`src/rtl/ddc_oct_pkg.sv`:
```
// Shared DDC definitions: accumulator widths, scheduler FSM encoding and
// helpers for channel-index width and {Q,I} slice placement inside a frame.
package ddc_oct_pkg;

  localparam int ACC_WIDTH = 48;
  localparam int DDC_WIDTH = 32;

  typedef enum logic [0:0] {
    ST_IDLE = 1'b0,
    ST_SEND = 1'b1
  } sched_state_e;

  // Channel index width; never below one bit so a single-channel build still has a tuser.
  function automatic int calc_ch_w(input int n_ch);
    if (n_ch > 1) begin
      return $clog2(n_ch);
    end else begin
      return 1;
    end
  endfunction

  // LSB of channel ch inside a packed frame; each channel is {Q,I}, Q in the upper half.
  function automatic int chan_lsb(input int ch, input int acc_w);
    return 2 * acc_w * ch;
  endfunction

endpackage

```
`src/rtl/ddc_acc_scheduler_if.sv`:
```
// AXI-Stream output bundle of the DDC accumulator scheduler.
interface ddc_acc_scheduler_if #(
  parameter int N_CH      = 4,
  parameter int ACC_WIDTH = 48
) ();

  localparam int CH_W = ddc_oct_pkg::calc_ch_w(N_CH);

  logic [2*ACC_WIDTH-1:0] tdata;
  logic                   tvalid;
  logic                   tready;
  logic                   tlast;
  logic [CH_W-1:0]        tuser;

  modport master (
    output tdata,
    output tvalid,
    output tlast,
    output tuser,
    input  tready
  );

  modport slave (
    input  tdata,
    input  tvalid,
    input  tlast,
    input  tuser,
    output tready
  );

endinterface

```
`src/rtl/ddc_frame_bank.sv`:
```
// One frame-wide holding register with a full flag; load takes priority over
// clear so a bank can be emptied and refilled in the same cycle.
module ddc_frame_bank #(
  parameter int FRAME_W = 384
) (
  input  logic               clk,
  input  logic               rst,
  input  logic               load,
  input  logic               clear,
  input  logic [FRAME_W-1:0] din,
  output logic [FRAME_W-1:0] dout,
  output logic               full
);

  logic [FRAME_W-1:0] data_r;
  logic               full_r;

  // Frame storage and occupancy flag.
  always_ff @(posedge clk) begin
    if (rst) begin
      data_r <= {FRAME_W{1'b0}};
      full_r <= 1'b0;
    end else if (load) begin
      data_r <= din;
      full_r <= 1'b1;
    end else if (clear) begin
      full_r <= 1'b0;
    end
  end

  assign dout = data_r;
  assign full = full_r;

endmodule

```
`src/rtl/ddc_acc_scheduler.sv`:
```
// Serialises one accumulated N_CH-channel frame onto AXI-Stream, one channel per
// beat, with a one-frame pending bank and a saturating dropped-frame counter.
module ddc_acc_scheduler #(
  parameter int N_CH           = 4,
  parameter int ACC_WIDTH      = ddc_oct_pkg::ACC_WIDTH,
  parameter int DROP_CNT_WIDTH = 16
) (
  input  logic                          clk,
  input  logic                          rst,
  input  logic                          acc_valid,
  input  logic [N_CH*2*ACC_WIDTH-1:0]   acc_data,
  ddc_acc_scheduler_if.master           m_axis,
  output logic [DROP_CNT_WIDTH-1:0]     drop_cnt,
  output logic                          overflow,
  input  logic                          clear_stat,
  output logic                          busy
);

  import ddc_oct_pkg::*;

  localparam int BEAT_W  = 2 * ACC_WIDTH;
  localparam int FRAME_W = N_CH * BEAT_W;
  localparam int CH_W    = calc_ch_w(N_CH);
  localparam logic [CH_W-1:0] CH_LAST = CH_W'(N_CH - 1);

  sched_state_e        state_r, state_nxt_s;
  logic [CH_W-1:0]     ch_r, ch_nxt_s;
  logic                act_load_s, act_clear_s, act_full_s;
  logic                pend_load_s, pend_clear_s, pend_full_s, pend_full_nxt_s;
  logic                pend_to_act_s, drop_s;
  logic                xfer_s, last_xfer_s;
  logic [FRAME_W-1:0]  act_din_s, act_dout_s, pend_dout_s, act_src_s;
  logic [BEAT_W-1:0]   beats_s [N_CH];
  logic [BEAT_W-1:0]   tdata_r;
  logic [CH_W-1:0]     tuser_r;
  logic                tlast_r;
  logic                busy_r;
  logic [DROP_CNT_WIDTH-1:0] drop_cnt_r;
  logic                overflow_r;

  // The active bank's full flag is the beat-valid: it is set exactly while a frame drains.
  assign xfer_s          = act_full_s & m_axis.tready;
  assign last_xfer_s     = xfer_s & (ch_r == CH_LAST);
  assign act_din_s       = pend_to_act_s ? pend_dout_s : acc_data;
  assign act_src_s       = act_load_s ? act_din_s : act_dout_s;
  assign pend_full_nxt_s = pend_load_s | (pend_full_s & ~pend_clear_s);

  ddc_frame_bank #(.FRAME_W(FRAME_W)) u_act_bank (
    .clk   (clk),
    .rst   (rst),
    .load  (act_load_s),
    .clear (act_clear_s),
    .din   (act_din_s),
    .dout  (act_dout_s),
    .full  (act_full_s)
  );

  ddc_frame_bank #(.FRAME_W(FRAME_W)) u_pend_bank (
    .clk   (clk),
    .rst   (rst),
    .load  (pend_load_s),
    .clear (pend_clear_s),
    .din   (acc_data),
    .dout  (pend_dout_s),
    .full  (pend_full_s)
  );

  for (genvar gi = 0; gi < N_CH; gi++) begin : g_beat
    assign beats_s[gi] = act_src_s[chan_lsb(gi, ACC_WIDTH) +: BEAT_W];
  end

  // Next-state, channel counter and bank-control decode.
  always_comb begin
    state_nxt_s   = state_r;
    ch_nxt_s      = ch_r;
    act_load_s    = 1'b0;
    act_clear_s   = 1'b0;
    pend_load_s   = 1'b0;
    pend_clear_s  = 1'b0;
    pend_to_act_s = 1'b0;
    drop_s        = 1'b0;
    case (state_r)
      ST_IDLE: begin
        ch_nxt_s = {CH_W{1'b0}};
        if (acc_valid) begin
          act_load_s  = 1'b1;
          state_nxt_s = ST_SEND;
        end else begin
          state_nxt_s = ST_IDLE;
        end
      end
      ST_SEND: begin
        if (last_xfer_s) begin
          ch_nxt_s = {CH_W{1'b0}};
          if (pend_full_s) begin
            // Promote pending; a coincident new frame refills pending, so nothing drops.
            pend_to_act_s = 1'b1;
            act_load_s    = 1'b1;
            if (acc_valid) begin
              pend_load_s = 1'b1;
            end else begin
              pend_clear_s = 1'b1;
            end
          end else if (acc_valid) begin
            act_load_s = 1'b1;
          end else begin
            act_clear_s = 1'b1;
            state_nxt_s = ST_IDLE;
          end
        end else begin
          if (xfer_s) begin
            ch_nxt_s = ch_r + CH_W'(1);
          end else begin
            ch_nxt_s = ch_r;
          end
          if (acc_valid) begin
            if (pend_full_s) begin
              drop_s = 1'b1;
            end else begin
              pend_load_s = 1'b1;
            end
          end else begin
            drop_s = 1'b0;
          end
        end
      end
      default: begin
        state_nxt_s = ST_IDLE;
        ch_nxt_s    = {CH_W{1'b0}};
        act_clear_s = 1'b1;
      end
    endcase
  end

  // State, channel and registered beat outputs derived from next-cycle values.
  always_ff @(posedge clk) begin
    if (rst) begin
      state_r <= ST_IDLE;
      ch_r    <= {CH_W{1'b0}};
      tdata_r <= {BEAT_W{1'b0}};
      tuser_r <= {CH_W{1'b0}};
      tlast_r <= 1'b0;
      busy_r  <= 1'b0;
    end else begin
      state_r <= state_nxt_s;
      ch_r    <= ch_nxt_s;
      tdata_r <= beats_s[ch_nxt_s];
      tuser_r <= ch_nxt_s;
      tlast_r <= (state_nxt_s == ST_SEND) && (ch_nxt_s == CH_LAST);
      busy_r  <= (state_nxt_s == ST_SEND) | pend_full_nxt_s;
    end
  end

  // Drop statistics; a drop in the same cycle as clear_stat leaves a count of one.
  always_ff @(posedge clk) begin
    if (rst) begin
      drop_cnt_r <= {DROP_CNT_WIDTH{1'b0}};
      overflow_r <= 1'b0;
    end else if (drop_s) begin
      overflow_r <= 1'b1;
      if (clear_stat) begin
        drop_cnt_r <= DROP_CNT_WIDTH'(1);
      end else if (drop_cnt_r != {DROP_CNT_WIDTH{1'b1}}) begin
        drop_cnt_r <= drop_cnt_r + DROP_CNT_WIDTH'(1);
      end
    end else if (clear_stat) begin
      drop_cnt_r <= {DROP_CNT_WIDTH{1'b0}};
      overflow_r <= 1'b0;
    end
  end

  assign m_axis.tvalid = act_full_s;
  assign m_axis.tdata  = tdata_r;
  assign m_axis.tuser  = tuser_r;
  assign m_axis.tlast  = tlast_r;
  assign drop_cnt      = drop_cnt_r;
  assign overflow      = overflow_r;
  assign busy          = busy_r;

endmodule
```
`src/flat_wrapper.sv`:
```
// flat-port wrapper written by rule: the top's interface ports become plain ports
module ddc_acc_scheduler_flat import ddc_oct_pkg::*;
#(
  parameter int N_CH           = 4,
  parameter int ACC_WIDTH      = ddc_oct_pkg::ACC_WIDTH,
  parameter int DROP_CNT_WIDTH = 16
)
  (clk, rst, acc_valid, acc_data, drop_cnt, overflow, clear_stat, busy, m_axis_tdata, m_axis_tvalid, m_axis_tlast, m_axis_tuser, m_axis_tready);
  ddc_acc_scheduler_if #(.N_CH(N_CH), .ACC_WIDTH(ACC_WIDTH)) m_axis_i ();
  input  logic clk;
  input  logic rst;
  input  logic acc_valid;
  input  logic [N_CH*2*ACC_WIDTH-1:0] acc_data;
  output logic [DROP_CNT_WIDTH-1:0] drop_cnt;
  output logic overflow;
  input  logic clear_stat;
  output logic busy;
  output wire logic [$bits(m_axis_i.tdata)-1:0] m_axis_tdata;
  output wire logic [$bits(m_axis_i.tvalid)-1:0] m_axis_tvalid;
  output wire logic [$bits(m_axis_i.tlast)-1:0] m_axis_tlast;
  output wire logic [$bits(m_axis_i.tuser)-1:0] m_axis_tuser;
  input wire logic [$bits(m_axis_i.tready)-1:0] m_axis_tready;
  assign m_axis_tdata = m_axis_i.tdata;
  assign m_axis_tvalid = m_axis_i.tvalid;
  assign m_axis_tlast = m_axis_i.tlast;
  assign m_axis_tuser = m_axis_i.tuser;
  assign m_axis_i.tready = m_axis_tready;
  ddc_acc_scheduler #(.N_CH(N_CH), .ACC_WIDTH(ACC_WIDTH), .DROP_CNT_WIDTH(DROP_CNT_WIDTH)) u_core (.clk(clk), .rst(rst), .acc_valid(acc_valid), .acc_data(acc_data), .m_axis(m_axis_i), .drop_cnt(drop_cnt), .overflow(overflow), .clear_stat(clear_stat), .busy(busy));
endmodule
```
`config.mk`:
```
export PLATFORM = sky130hd
export DESIGN_NAME = ddc_acc_scheduler_flat
export DESIGN_NICKNAME = d
export VERILOG_FILES = /design/src/rtl/ddc_oct_pkg.sv /design/src/rtl/ddc_acc_scheduler_if.sv /design/src/rtl/ddc_frame_bank.sv /design/src/rtl/ddc_acc_scheduler.sv /design/src/flat_wrapper.sv
export SDC_FILE = /design/constraint.sdc
export NUM_CORES = 2
export LEC_CHECK = 0
export BUFFER_PORTS_ARGS = -buffer_cell sky130_fd_sc_hd__buf_2
export CORE_ASPECT_RATIO = 1.2
export CORE_MARGIN = 5
export CORE_UTILIZATION = 30
export CTS_CLUSTER_SIZE = 16
export DETAILED_ROUTE_END_ITERATION = 10
export PLACE_DENSITY = 0.46
export SETUP_SLACK_MARGIN = 0.1
export SYNTH_ARGS = -nofsm -noshare
export SYNTH_HDL_FRONTEND = slang
export SYNTH_HIERARCHICAL = 1
export SYNTH_SLANG_ARGS = --single-unit
```
`constraint.sdc`:
```
create_clock -name clk -period 2.6 [get_ports clk]
set_input_delay 0.65 -clock clk [delete_from_list [all_inputs] [get_ports clk]]
set_output_delay 0.65 -clock clk [all_outputs]
set_load 0.1 [all_outputs]
```
=== Word-level counts from Yosys, hierarchy flattened ===
Index checks and enable logic that the tools add are counted.

* Bits of input ports: 389
* Register bits: 888

* Muxes and demuxes: 42
* Bitwise gates (word level): 8
* $lt $le $gt $ge: 1
* Add/sub/neg operators: 2
* Reduce and logical (&&, ||, !) cells: 6
* Equal/unequal tests: 3

{| class="wikitable"
|+ Operator list
! cell !! count
|-
| 384-bit 2-to-1 mux || 2
|-
| 96-bit binary-select mux with 2-bit select || 1
|-
| 96-bit 2-to-1 mux || 2
|-
| 16-bit 2-to-1 mux || 4
|-
| 1-bit 2-to-1 mux || 28
|-
| 16-bit by 1-bit adder with 16-bit output, second input constant || 1
|-
| 16-bit != test, second input constant || 1
|-
| 2-bit nonzero test || 4
|-
| 2-bit equality test, second input constant || 2
|-
| 2-bit 2-to-1 mux || 2
|-
| 1-bit case mux with 2 select lines || 2
|-
| 2-bit case mux with 2 select lines || 1
|-
| 1-bit bitwise AND || 3
|-
| 3-bit >= comparator, second input constant || 1
|-
| 2-bit NOT with 3-bit output || 1
|-
| 2-bit by 1-bit adder with 2-bit output, second input constant || 1
|-
| 1-bit NOT || 2
|-
| 1-bit OR || 2
|-
| 2-bit AND reduction || 1
|-
| 1-bit logical AND || 1
|}

=== Longest topological paths before layout ===
* Word-level depth: 9
* Depth in mapped cells: 13
* Mapped depth without buffers: 7

=== By module ===
The synthesis kept the hierarchy.

{| class="wikitable"
|+ By module, submodules not included
! module !! cells each !! area each (sq um) !! times used !! seq. area each (sq um)
|-
| ddc_frame_bank || 1,242 || 13,952.1 || 2 || 7,707.4
|-
| ddc_acc_scheduler || 1,319 || 12,071.6 || 1 || 2,362.3
|}

=== Worst setup path after synthesis ===
Ideal clock, no wire load.

* Kind: reg2reg
* From: register u_core/m_axis.tuser[0] (netlist name)
* To: register u_core.u_act_bank.data_r[194], in the netlist u_core/u_act_bank/dout[194]
* Data required time: 2.472 ns
* Arrival: 3.145 ns
* Cell stages (with the launch flop): 14
* Setup slack: -0.673 ns
* Clock period less this slack: 3.273 ns
* Library setup time: 0.128 ns
* Path through: dfxtp_1 ha_1 and3_1 buf_6 o22ai_4 inv_2 buf_4 buf_2 buf_1 buf_6 buf_12 buf_12 mux2i_1 nor2_1

{| class="wikitable"
|+ RTL lines
! item !! line !! source
|-
| end signal: assignment || ddc_frame_bank.sv:21 || <nowiki>data_r <= {FRAME_W{1'b0}};</nowiki>
|-
| end signal: assignment || ddc_frame_bank.sv:24 || <nowiki>data_r <= din;</nowiki>
|-
| end: declaration || ddc_frame_bank.sv:15 || <nowiki>logic [FRAME_W-1:0] data_r;</nowiki>
|}

==> flow_summary.ini <==
[clocking]
clkTransAtPathRegs_ns = 0.06
numCtsBuffers = 103
clkLatencyLatePin_ns = 0.71
cts_max_path_buffers = 3
cts_max_level = 3
cts_tree = built
cts-root-buf = clkbuf_16
cts_num_sinks = 888
cts_hold_buf = 0

[timing]
worstMarginPinSlew_ns = 0.979
max_freq_mhz = 413
relSlewSlack_pct = 34.7
fin_skew_ns = 0.0240
rsz0062_at_grt = true
setup_ws_ns = 0.178
finalHoldViolations = 0
whs_ns = 0.186
setup_viol = 0
min_period_over_period_pct = 93.2
fin_tns_setup_ns = 0
finalMaxSlewViolations = 0
fin_crit_ns = 2.42

[critical_path]
cp_slowest_cell = a221oi_1
startpoint_type = register
cp_top_family = compound AO/OA/AOI/OAI gates
path_max_fanout = 13
cp.arrival_ns = 2.99
r2r_end = u_core/m_axis.tdata[43]$_SDFF_PP0_
timing.rr.start = u_core/m_axis.tuser[0]$_SDFF_PP0_
crit_type = reg2reg
regToRegSetupSlack_ns = 0.18
r2r_cells = 8
path_cells = ha_4, and3_2, nand2_8, buf_12, buf_12, mux2_2, a221oi_1, o22ai_1
cp.required_ns = 3.16
slowest_delay_ns = 0.49
timing.critical_path.mode_cell = buf_12
cp-end-kind = register
critical_path_buf_inv_count = 2

[route]
remaining_drc_errors = 0
drt-initial-drc-count = 1701
viasPerCell = 4.81
via_count = 30000
first_pass_iters = 5
antenna_left = 0
routedWlPerCell_um = 20.8
finalWirelength_um = 130000

[status]
status = complete, no violations

[yosys]
async_flop_share_pct = 0
synth-edff-count = 0
ys_ff_latch = 888
yosysUniqueCellTypes = 63
netlist_area_um2 = 40000
avgSynthCellArea_um2 = 10.5
synthFlopType = dfxtp_1
syn-num-nets = 4194
syn_inst = 3803
seq_area_frac_synth_pct = 44.5
yosys_warnings = 6

[pwr]
comb_power_share_pct = 13.8
power_leakage_uw = 0.0204
power_density_nw_per_um2 = 707
clock_power_share_pct = 43.4
pwr-share-seq_pct = 42.8
peakVddDrop_mv = 0.452
intPower_uw = 25200
p_total_uw = 34400
p_sw_uw = 9280
swShare_pct = 26.9

[global_routing]
grt_pass1_vias = 29900
grt_max_degree = 146
antenna_found_initial = 65
overflow = 0
grt_pass1_wl_um = 191000
grt_usage_pct = 17.7

[hold_path]
holdPathStages = 3
min_to = u_core/u_pend_bank/dout[102]$_SDFFE_PP0P_
worstHoldStart = acc_data[102]
hp-class = in2reg

[floorplan]
fp-row-count = 146
ioPinCount = 507
die_h_um = 410
start_util_pct = 30.2
dieArea_um2 = 141000
die_x_um = 343
coreArea_um2 = 132000

[cells_and_area]
area_growth_pct = 21.9
final_common_cell = dfxtp_1
layout_common_cells = dfxtp_1, nor2_1, mux2i_1
multi_input_area_um2 = 19600
seq_area_um2 = 17800
fillerInstances = 13500
layout-drive-gt1-share_pct = 30.5
final_util_pct = 36.8
nNetsFinal = 4738

[run]
maxCapViolations = 0

[placed_design]
io_buffers = 506
place_ws_ns = -0.268
place.gp.congestion = 0.767
hpwlAfterDp_um = 89000
## registers in the layout (all words and copies together) (netlist names)
signal                   count
u_core/drop_cnt             16
u_core/m_axis.tuser          2
u_core/overflow              1
u_core/state_r               1
u_core/u_act_bank/dout     384
u_core/m_axis.tdata         96
u_core/u_pend_bank/dout    384
u_core/m_axis.tlast          1
u_core/u_pend_bank/full      1
u_core/u_act_bank/full       1
u_core/busy                  1
## power groups by stage
stage	clock, uW	combinational, uW	sequential [uW]
3_3_place_gp	0	4730	15000
4_1_cts	15500	4780	14700
2_1_floorplan	0	2740	15700
5_1_grt	16000	5140	14800
3_5_place_dp	0	4760	15000
6_report	15000	4740	14700
## stage by stage
stage               instance area (um^2)  instances
global placement                   45100       6015
floorplan                          40000       3803
finish                             48700       6242
global route                       48700       6219
detailed placement                 45100       6015
CTS                                48600       6206
## how the worst max path moves through the flow
stage,cells after the start,endpoint,slack (ns),startpoint
after CTS,9,u_core/m_axis.tdata[45]$_SDFF_PP0_,0.14,u_core/m_axis.tuser[0]$_SDFF_PP0_
final,8,u_core/m_axis.tdata[43]$_SDFF_PP0_,0.18,u_core/m_axis.tuser[0]$_SDFF_PP0_
after global placement,9,u_core/m_axis.tdata[37]$_SDFF_PP0_,-0.24,m_axis_tready
after floorplan,5,u_core/drop_cnt[14]$_SDFFE_PP0P_,0.12,u_core/drop_cnt[9]$_SDFFE_PP0P_
after global routing,8,u_core/m_axis.tdata[69]$_SDFF_PP0_,0.09,u_core/m_axis.tuser[0]$_SDFF_PP0_
after detailed placement,9,u_core/m_axis.tdata[37]$_SDFF_PP0_,-0.27,m_axis_tready
## worst register-to-register path, delay by kind of cell (launching register included)
kind            cells  cell delay (ns)
compound gates      2             0.66
fa+ha+maj           1             0.19
buf+inv             2             0.34
flops               1             0.38
mux                 1             0.35
simple gates        2             0.36
## synthesized netlist by cell type (all sizes together), types with 2 or more instances
cell     instances  share of area [%]
o221ai          29               0.64
nor2           846                7.9
o21a             7               0.13
a311oi           2              0.044
ha               2              0.063
xnor2            2              0.044
and3           134                2.1
nand2b           5              0.078
a211o            3              0.066
mux2           384                 11
nand4            5              0.078
nor4            35               0.56
nor3b            3              0.056
a221oi          99                2.2
nand2           29               0.29
inv             10              0.094
a211oi           3              0.056
or4              2              0.038
a21boi           2              0.038
o21ai            9               0.11
and4b            2              0.050
a221o           64                1.6
mux2i          768                 19
clkbuf         108                1.0
a2111oi          6               0.13
o22ai           73                1.2
nor3             6              0.088
a21oi           27               0.34
buf            217                5.6
and2             2              0.031
nand3           10               0.13
dfxtp          888                 44
o31ai            2              0.038
nand3b           2              0.038
## logic make-up (layout without fill, tap and decap cells)
group	count (synthesis)	after routing	synth area share (%)
AO/OA/AOI/OAI	335	335	6.74
XOR/XNOR	3	3	0.0657
adder cells (fa/ha/maj)	2	2	0.0626
buffers and inverters	335	965	6.69
flip-flops	888	888	44.5
multiplexers	1152	1152	30.3
other	0	33	0
AND/OR/NAND/NOR	1088	1088	11.6
## metal layers
metal,vias to the layer above,wire length [um],track usage (%)
li1,14700,-,-
met4,32,2440,5.12
met5,-,204,0
met2,671,62000,29.5
met3,169,8000,4.51
met1,14400,57200,22.6
## cell type report
type | instances | area share, %
Clock buffer | 150 | 6.30
Clock inverter | 41 | 0.881
Antenna cell | 33 | 0.169
Tap cell | 1776 | 4.56
Sequential cell | 888 | 36.5
Inverter | 10 | 0.0924
Timing Repair Buffer | 764 | 11.2
Multi-Input combinational cell | 2580 | 40.3
## repair_timing
item                                    4_1_cts  5_1_grt
gates cloned                                  0        2
hold endpoints to repair                      0        0
endpoints found under the setup margin        5        5
setup buffers                                 0        1
gates resized for setup                       3        5
Note: power is estimated with default switching activity, not from simulation.
